==> config.mk <==
export PLATFORM = sky130hd
export DESIGN_NAME = l0_maxpool_reader_flat
export DESIGN_NICKNAME = d
export VERILOG_FILES = /design/src/rtl/l0_maxpool_reader_if.sv /design/src/rtl/l0_maxpool_reader.sv /design/src/flat_wrapper.sv
export SDC_FILE = /design/constraint.sdc
export NUM_CORES = 1
export LEC_CHECK = 0
export CORE_MARGIN = 2
export CORE_UTILIZATION = 30
export DETAILED_ROUTE_END_ITERATION = 12
export PLACE_DENSITY_LB_ADDON = 0.15
export SLEW_MARGIN = 15
export SYNTH_ARGS = -nofsm -noshare
export SYNTH_HDL_FRONTEND = slang
export SYNTH_SLANG_ARGS = --single-unit
export TNS_END_PERCENT = 5
==> constraint.sdc <==
create_clock -name clk -period 3.4 [get_ports clk]
set_input_delay 0.85 -clock clk [delete_from_list [all_inputs] [get_ports clk]]
set_output_delay 0.85 -clock clk [all_outputs]
set_load 0.01 [all_outputs]
==> src/rtl/l0_maxpool_reader_if.sv <==
// Bus between the layer-0 max-pool reader and its memories/controller.
// The master side is the reader; the slave side models the L0/L1 memories and the start control.
interface l0_maxpool_reader_if #(
    parameter int DW = 20,
    parameter int AW = 12
);
    logic          ready;
    logic          busy;
    logic          crd;
    logic [AW-1:0] caddr_rd;
    logic [DW-1:0] cdata_rd;
    logic          cwr;
    logic [AW-1:0] caddr_wr;
    logic [DW-1:0] cdata_wr;
    logic [2:0]    csel;

    modport master (
        input  ready, cdata_rd,
        output busy, crd, caddr_rd, cwr, caddr_wr, cdata_wr, csel
    );

    modport slave (
        output ready, cdata_rd,
        input  busy, crd, caddr_rd, cwr, caddr_wr, cdata_wr, csel
    );
endinterface

==> src/rtl/l0_maxpool_reader.sv <==
// Layer-0 reader: 2x2 stride-2 max-pooling of the IMG_W x IMG_W L0 map into L1.
// Six cycles per output: four reads, one trailing capture, one write.
module l0_maxpool_reader #(
    parameter int         IMG_W  = 64,
    parameter int         DW     = 20,
    parameter int         AW     = 12,
    parameter logic [2:0] SEL_RD = 3'b001,
    parameter logic [2:0] SEL_WR = 3'b011
) (
    input  logic                clk,
    input  logic                reset,
    l0_maxpool_reader_if.master bus
);
    localparam int OW = IMG_W / 2;
    localparam int CW = $clog2(OW);
    localparam logic [CW-1:0] LAST_IDX = CW'(OW - 1);

    typedef enum logic [2:0] {IDLE, RD, LAST, WR, DONE} state_t;

    state_t               state, state_nxt;
    logic [CW-1:0]        row, col;
    logic [1:0]           k;
    logic                 last_out;
    logic [AW-1:0]        rd_addr, wr_addr;
    logic signed [DW-1:0] rd_word;
    logic signed [DW-1:0] max_q;
    logic [2:0]           csel_hold;
    logic [AW-1:0]        rd_addr_hold, wr_addr_hold;
    logic [DW-1:0]        wr_data_hold;

    function automatic logic signed [DW-1:0] max_sel(input logic signed [DW-1:0] a,
                                                     input logic signed [DW-1:0] b);
        return (b > a) ? b : a;
    endfunction

    assign last_out = (row == LAST_IDX) && (col == LAST_IDX);
    assign rd_word  = $signed(bus.cdata_rd);
    // k[1] selects the lower row of the window, k[0] the right column
    assign rd_addr  = AW'(2 * int'(row) * IMG_W + 2 * int'(col)
                          + (k[1] ? IMG_W : 0) + int'(k[0]));
    assign wr_addr  = AW'(int'(row) * OW + int'(col));

    always_ff @(posedge clk or negedge reset) begin
        if (!reset) state <= IDLE;
        else        state <= state_nxt;
    end

    always_comb begin
        state_nxt = state;
        case (state)
            IDLE:    if (bus.ready) state_nxt = RD;
            RD:      if (k == 2'd3) state_nxt = LAST;
            LAST:    state_nxt = WR;
            WR:      state_nxt = last_out ? DONE : RD;
            DONE:    state_nxt = IDLE;
            default: state_nxt = IDLE;
        endcase
    end

    always_comb begin
        bus.busy     = (state != IDLE);
        bus.crd      = 1'b0;
        bus.cwr      = 1'b0;
        bus.csel     = csel_hold;
        bus.caddr_rd = rd_addr_hold;
        bus.caddr_wr = wr_addr_hold;
        bus.cdata_wr = wr_data_hold;
        case (state)
            RD: begin
                bus.crd      = 1'b1;
                bus.csel     = SEL_RD;
                bus.caddr_rd = rd_addr;
            end
            WR: begin
                bus.cwr      = 1'b1;
                bus.csel     = SEL_WR;
                bus.caddr_wr = wr_addr;
                bus.cdata_wr = max_q;
            end
            default: ;
        endcase
    end

    // Held copies keep bank select, addresses and write data stable outside RD/WR
    always_ff @(posedge clk or negedge reset) begin
        if (!reset) begin
            csel_hold    <= '0;
            rd_addr_hold <= '0;
            wr_addr_hold <= '0;
            wr_data_hold <= '0;
        end else begin
            csel_hold    <= bus.csel;
            rd_addr_hold <= bus.caddr_rd;
            wr_addr_hold <= bus.caddr_wr;
            wr_data_hold <= bus.cdata_wr;
        end
    end

    always_ff @(posedge clk or negedge reset) begin
        if (!reset) begin
            row <= '0;
            col <= '0;
            k   <= '0;
        end else begin
            case (state)
                IDLE: begin
                    row <= '0;
                    col <= '0;
                    k   <= '0;
                end
                RD: k <= k + 2'd1;
                WR: if (!last_out) begin
                    k <= '0;
                    if (col == LAST_IDX) begin
                        col <= '0;
                        row <= row + CW'(1);
                    end else begin
                        col <= col + CW'(1);
                    end
                end
                default: ;
            endcase
        end
    end

    // Read data lags its address by one cycle; the word for A[0] seeds the running max
    always_ff @(posedge clk) begin
        if ((state == RD && k != 2'd0) || state == LAST)
            max_q <= (state == RD && k == 2'd1) ? rd_word : max_sel(max_q, rd_word);
    end
endmodule
==> src/flat_wrapper.sv <==
// flat-port wrapper written by rule: the top's interface ports become plain ports
module l0_maxpool_reader_flat 
#(
    parameter int         IMG_W  = 64,
    parameter int         DW     = 20,
    parameter int         AW     = 12,
    parameter logic [2:0] SEL_RD = 3'b001,
    parameter logic [2:0] SEL_WR = 3'b011
)
  (clk, reset, bus_ready, bus_cdata_rd, bus_busy, bus_crd, bus_caddr_rd, bus_cwr, bus_caddr_wr, bus_cdata_wr, bus_csel);
  l0_maxpool_reader_if #(.DW(DW), .AW(AW)) bus_i ();
  input  logic clk;
  input  logic reset;
  input wire logic [$bits(bus_i.ready)-1:0] bus_ready;
  input wire logic [$bits(bus_i.cdata_rd)-1:0] bus_cdata_rd;
  output wire logic [$bits(bus_i.busy)-1:0] bus_busy;
  output wire logic [$bits(bus_i.crd)-1:0] bus_crd;
  output wire logic [$bits(bus_i.caddr_rd)-1:0] bus_caddr_rd;
  output wire logic [$bits(bus_i.cwr)-1:0] bus_cwr;
  output wire logic [$bits(bus_i.caddr_wr)-1:0] bus_caddr_wr;
  output wire logic [$bits(bus_i.cdata_wr)-1:0] bus_cdata_wr;
  output wire logic [$bits(bus_i.csel)-1:0] bus_csel;
  assign bus_i.ready = bus_ready;
  assign bus_i.cdata_rd = bus_cdata_rd;
  assign bus_busy = bus_i.busy;
  assign bus_crd = bus_i.crd;
  assign bus_caddr_rd = bus_i.caddr_rd;
  assign bus_cwr = bus_i.cwr;
  assign bus_caddr_wr = bus_i.caddr_wr;
  assign bus_cdata_wr = bus_i.cdata_wr;
  assign bus_csel = bus_i.csel;
  l0_maxpool_reader #(.IMG_W(IMG_W), .DW(DW), .AW(AW), .SEL_RD(SEL_RD), .SEL_WR(SEL_WR)) u_core (.clk(clk), .reset(reset), .bus(bus_i));
endmodule
## Word-level counts from Yosys, hierarchy flattened

Cells that the tools add are included.

| cells by class | value |
|---|---|
| magnitude comparators | 1 |
| reduce and logical (&&, ||, !) cells | 15 |
| mux-type cells | 21 |
| equality and inequality tests | 11 |
| add/subtract/negate cells | 7 |

Operators by type and width:

| cell | count |
|---|---|
| 20-bit two-way mux | 3 |
| 12-bit two-way mux | 2 |
| 20-bit greater-than comparator | 1 |
| 5-bit two-way mux | 4 |
| 5-bit case mux with 2 select lines | 2 |
| 12-bit adder | 1 |
| 12-bit by 2-bit adder with 12-bit output | 1 |
| 12-bit by 6-bit adder with 12-bit output | 1 |
| 3-bit case mux with 4 select lines | 1 |
| 10-bit by 5-bit adder with 11-bit output | 1 |
| 5-bit by 1-bit adder with 5-bit output (second input constant) | 2 |
| 5-bit equality test (second input constant) | 2 |
| 3-bit two-way mux | 3 |
| 2-bit AND reduction | 4 |
| 7-bit two-way mux | 1 |
| 3-bit by 2-bit equality test with 1-bit output (second input constant) | 2 |
| 2-bit case mux with 3 select lines | 1 |
| 3-bit case mux with 2 select lines | 1 |
| 2-bit nonzero test | 3 |
| 3-bit nonzero test | 2 |
| 2-bit by 1-bit != test with 1-bit output (second input constant) | 2 |
| 2-bit != test (second input constant) | 2 |
| 3-bit by 1-bit equality test with 1-bit output (second input constant) | 1 |
| 1-bit logical AND | 3 |
| other kinds (8) | 9 |

| storage, ports and cells | value |
|---|---|
| output and inout bits | 50 |
| register bits after elaboration | 82 |
| input bits | 23 |
| word-level logic and storage cells | 64 |

## Longest topological paths before layout

| logic depth | value |
|---|---|
| depth in word-level cells | 4 |
| mapped depth | 8 |
| mapped depth without buffers | 8 |

## Worst setup path before layout

Ideal clock, no wire load.

| timing | value |
|---|---|
| path kind | input-to-reg |
| start point | input bus_cdata_rd[18] |
| end point | register u_core.max_q[0], enable pin |
| required time | 3.063 ns |
| path buffers | 0 |
| setup slack | 0.317 ns |
| library setup time | 0.337 ns |
| cell stages on the path | 6 |
| data arrival time | 2.747 ns |
| cell sequence | ha_1 > and3_4 > and3_1 > a211o_1 > or4_1 > a32o_1 |

| on the way | value |
|---|---|
| word-level cells in the longest chain between the ends | 3 |

Ends and longest elaborated chain:

| what | RTL line | source |
|---|---|---|
| from (decl) | flat_wrapper.sv:15 | `input wire logic [$bits(bus_i.cdata_rd)-1:0] bus_cdata_rd;` |
| 20-bit greater-than comparator | l0_maxpool_reader.sv:33 | `return (b > a) ? b : a;` |
| 2-bit nonzero test (no source line) | - |  |
| 2-bit AND reduction (no source line) | - |  |
| to (signal assigned) | l0_maxpool_reader.sv:129 | `max_q <= (state == RD && k == 2'd1) ? rd_word : max_sel(max_q, rd_word);` |
| to (decl) | l0_maxpool_reader.sv:26 | `logic signed [DW-1:0] max_q;` |

Every way passes these cells.
A chain may end at the register's enable or synchronous reset.

## Worst setup path in the final report

| timing | value |
|---|---|
| start point | input bus_cdata_rd[19] |
| end point | register u_core.max_q[12], enable pin |

The elaborated chain is that of the path after synthesis.

==> impl_metrics.env <==
export IMPL_h_tree_depth=3
export IMPL_power_frac_comb=0.446
export IMPL_cp_required_ps=3500
export IMPL_ys_seq_elements=82
export IMPL_crit_family="simple AND/OR/NAND/NOR gates"
export IMPL_reg2reg_from="u_core.max_q[19]$_DFFE_PP_"
export IMPL_syn_inst=325
export IMPL_syn_to_final_growth_pct=35.73
export IMPL_skew_ps=8.161
export IMPL_p_sw_frac=0.3395
export IMPL_setup_viol=0
export IMPL_rrSetupSlack_ps=820
export IMPL_io_buffers=72
export IMPL_worstPathCellList="clkdlybuf4s50_1, ha_1, and4_1, and3_1, a211o_1, or4_1, a32o_1, buf_4"
export IMPL_wl_mm=7.959
export IMPL_drtIter0Drc=60
export IMPL_drcViolationCount=0
export IMPL_numCtsBuffers=9
export IMPL_top_layer="met4"
export IMPL_crit_arrival_ps=3260
export IMPL_synth_edff_count=20
export IMPL_fmax_ghz=0.3165
export IMPL_wl_met3_um=389
export IMPL_slowest_delay_ps=530
export IMPL_diodes=0
export IMPL_reg2reg_depth=8
export IMPL_power_leakage_uw=0.002304
export IMPL_dpl_worst_slack_ps=-128.0
export IMPL_hold_viol=0
export IMPL_clkTransAtPathRegs_ps=60
export IMPL_rsz0062_at_grt="false"
export IMPL_dieArea_mm2=0.01295
export IMPL_p_int_uw=3058
export IMPL_worstPathBufferInverterCount=2
export IMPL_numClockSinks=82
export IMPL_p_sw_uw=1572
export IMPL_ctsHoldBuffers=0
export IMPL_finalPower_uw=4630
export IMPL_overflow=0
export IMPL_synthTopCellsByArea="dfrtp_1, edfxtp_1, ha_1"
export IMPL_seq_area_frac_synth=0.5949
export IMPL_sequentialPowerShare=0.336
export IMPL_setup_worst_path_start_class="input port"
export IMPL_regArea_mm2=0.002152
export IMPL_io_pins=73
export IMPL_yosysTopAreaCellShare=0.4289
export IMPL_worstMarginPinSlew_ps=822.4
export IMPL_num_vias=2580
export IMPL_drive_above_1_share=0.1095
export IMPL_post_route_min_period_ps=3159
export IMPL_post_cts_setup_buffers=0
export IMPL_num_rows=40
export IMPL_cts_buffer_depth=2
export IMPL_syn_nets=375
export IMPL_final_nets=465
export IMPL_multiInputGateArea_mm2=0.001321
export IMPL_fin_ws_ps=240.8
export IMPL_crit_path_end_kind="flop"
export IMPL_crit_slowest_cell="or4_1"
export IMPL_root_buffer="clkbuf_16"
export IMPL_insertion_delay_ps=340
export IMPL_core_region_area_mm2=0.01191
export IMPL_fillers=1178
export IMPL_wl_met1_mm=3.671
export IMPL_worstReg2RegEnd="u_core.max_q[12]$_DFFE_PP_"
export IMPL_cts_resized=0
export IMPL_grt_max_degree=63
export IMPL_mappedNetlistArea_mm2=0.003617
export IMPL_critPathMaxFanout=8
export IMPL_pwr_share_clk=0.218
export IMPL_outcome="complete, no violations"
export IMPL_critPathKind="in2reg"
export IMPL_yosys_area_top_type="dfrtp_1"
export IMPL_avgRoutedWirePerCell_um=14.04
export IMPL_initial_core_util=0.3037
export IMPL_globalplace_congestion=0.7576
export IMPL_synthDistinctLibCells=37
export IMPL_synthArstFlopShare=0.7561
export IMPL_viasPerCell=4.550
export IMPL_yosysWarnings=0
export IMPL_drv_cap=0
export IMPL_die_w_um=113.8
export IMPL_ys_flop_type="dfrtp_1"
export IMPL_final_max_slew_viol_count=0
export IMPL_crit_end="u_core.max_q[12]$_DFFE_PP_"
export IMPL_avgSynthCellArea_um2=11.13
export IMPL_dieHeight_um=113.8
export IMPL_grt_use_total=0.1377
export IMPL_wl_met2_mm=3.808
export IMPL_cp_depth=8
export IMPL_antenna_found_initial=0
export IMPL_slew_headroom=0.4518
export IMPL_power_density_mw_per_mm2=943.0
export IMPL_crit_path_start="bus_cdata_rd[19]"
export IMPL_dpl_hpwl_mm=5.731
export IMPL_postRouteAntennaNets=0
export IMPL_grt_pass1_vias=2681
export IMPL_final_period_utilization=0.9292
export IMPL_cts_tree="yes"
export IMPL_firstDrtPassIters=4
export IMPL_ir_drop_uv=451.0
export IMPL_grt_pass1_wl_mm=13.51
export IMPL_hold_path_class="reg2reg"
## flip-flops by register name, indices dropped and copies added (netlist names)
name	count
u_core.col	5
u_core.csel_hold	3
u_core.k	2
u_core.max_q	20
u_core.rd_addr_hold	12
u_core.row	5
u_core.state	3
u_core.wr_addr_hold	12
u_core.wr_data_hold	20
## cells by family after synthesis
kind of cell,share of synthesized area
xor gates and xnor gates,0.002422
and+or+nand+nor,0.1353
adders and majority gates,0.09339
muxes,0.04358
AOI/OAI and AO/OA,0.08994
DFF,0.5950
buffers and inverters,0.04047
## stage by stage
step	instance area [um^2]	utilization	setup TNS, ps	hold WS, ps	cells
detailed placement	4603	0.3865	-2334	462.3	551
global route	4910	0.4122	0	500.2	567
finish	4910	0.4122	0	472.6	567
global placement	4603	0.3865	-1411	448.1	551
floorplan	3617	-	0	480.7	325
CTS	4907	0.4120	0	476.4	567
## worst min path at each step
stage                                     startpoint                               end  slack, ps  cells after the start
floorplan                  u_core.col[3]$_DFFE_PN0P_         u_core.col[3]$_DFFE_PN0P_        480                      1
global placement       u_core.csel_hold[0]$_DFF_PN0_     u_core.csel_hold[0]$_DFF_PN0_        450                      1
detailed placement  u_core.wr_addr_hold[7]$_DFF_PN0_  u_core.wr_addr_hold[7]$_DFF_PN0_        460                      2
CTS                 u_core.wr_addr_hold[6]$_DFF_PN0_  u_core.wr_addr_hold[6]$_DFF_PN0_        480                      2
global route           u_core.csel_hold[2]$_DFF_PN0_     u_core.csel_hold[2]$_DFF_PN0_        500                      1
finish              u_core.wr_addr_hold[4]$_DFF_PN0_  u_core.wr_addr_hold[4]$_DFF_PN0_        470                      2
## power by group through the flow
stage               logic, uW  clock network (uW)  registers, uW
global placement         2090                   0           1570
CTS                      2120                1060           1560
floorplan                1100                   0           1520
detailed placement       2100                   0           1580
global route             2320                1100           1600
finish                   2060                1010           1560
## cells in the mapped netlist, types with 3 or more instances
cell type	number
nand2_1	71
dfrtp_1	62
o21ai_0	30
ha_1	27
inv_1	27
edfxtp_1	20
mux2_2	14
a21oi_1	12
clkbuf_1	7
and2_1	5
nor2_1	5
nand2b_1	4
nor3_1	4
a21o_1	3
and3_1	3
and4_1	3
buf_2	3
nand3_1	3
## per-layer routing
layer | vias to the layer above | GRT usage
li1 | 1282 | -
met1 | 1227 | 0.1703
met2 | 63 | 0.2224
met3 | 8 | 0.05367
met4 | 0 | 0.04390
met5 | - | 0
## worst min-delay path, delay by kind of cell (launching register included)
| family | cells | cell delay [ps] |
|---|---|---|
| AND/OR/NAND/NOR | 2 | 110 |
| flip-flops | 1 | 320 |
## cell type report
type,instances,area share
clock buffers,12,0.04817
clock inverters,4,0.01376
inverters,28,0.02141
multi-input cells,205,0.2691
flip-flops and latches,82,0.4383
well taps,147,0.03746
repair buffers,89,0.1718
## placed cells by master, fill, tap and decap left out, types with 2 or more instances in the layout
master,netlist,final
nand3_1,3,3
nand2_1,71,71
inv_1,27,27
clkbuf_16,0,9
nor2b_1,2,2
clkinv_1,1,3
nand2b_1,4,4
bufinv_16,0,2
edfxtp_1,20,20
and2_1,5,5
ha_1,27,27
nand3b_1,2,2
clkdlybuf4s50_1,0,71
a21o_1,3,3
mux2_2,14,14
buf_4,0,17
a22o_1,2,2
clkbuf_1,7,3
and3_1,3,3
nor3_1,4,4
a21oi_1,12,12
o21ai_0,30,30
dfrtp_1,62,62
and4_1,3,3
nor2_1,5,4
No activity file was read; power rests on OpenSTA's default activity.
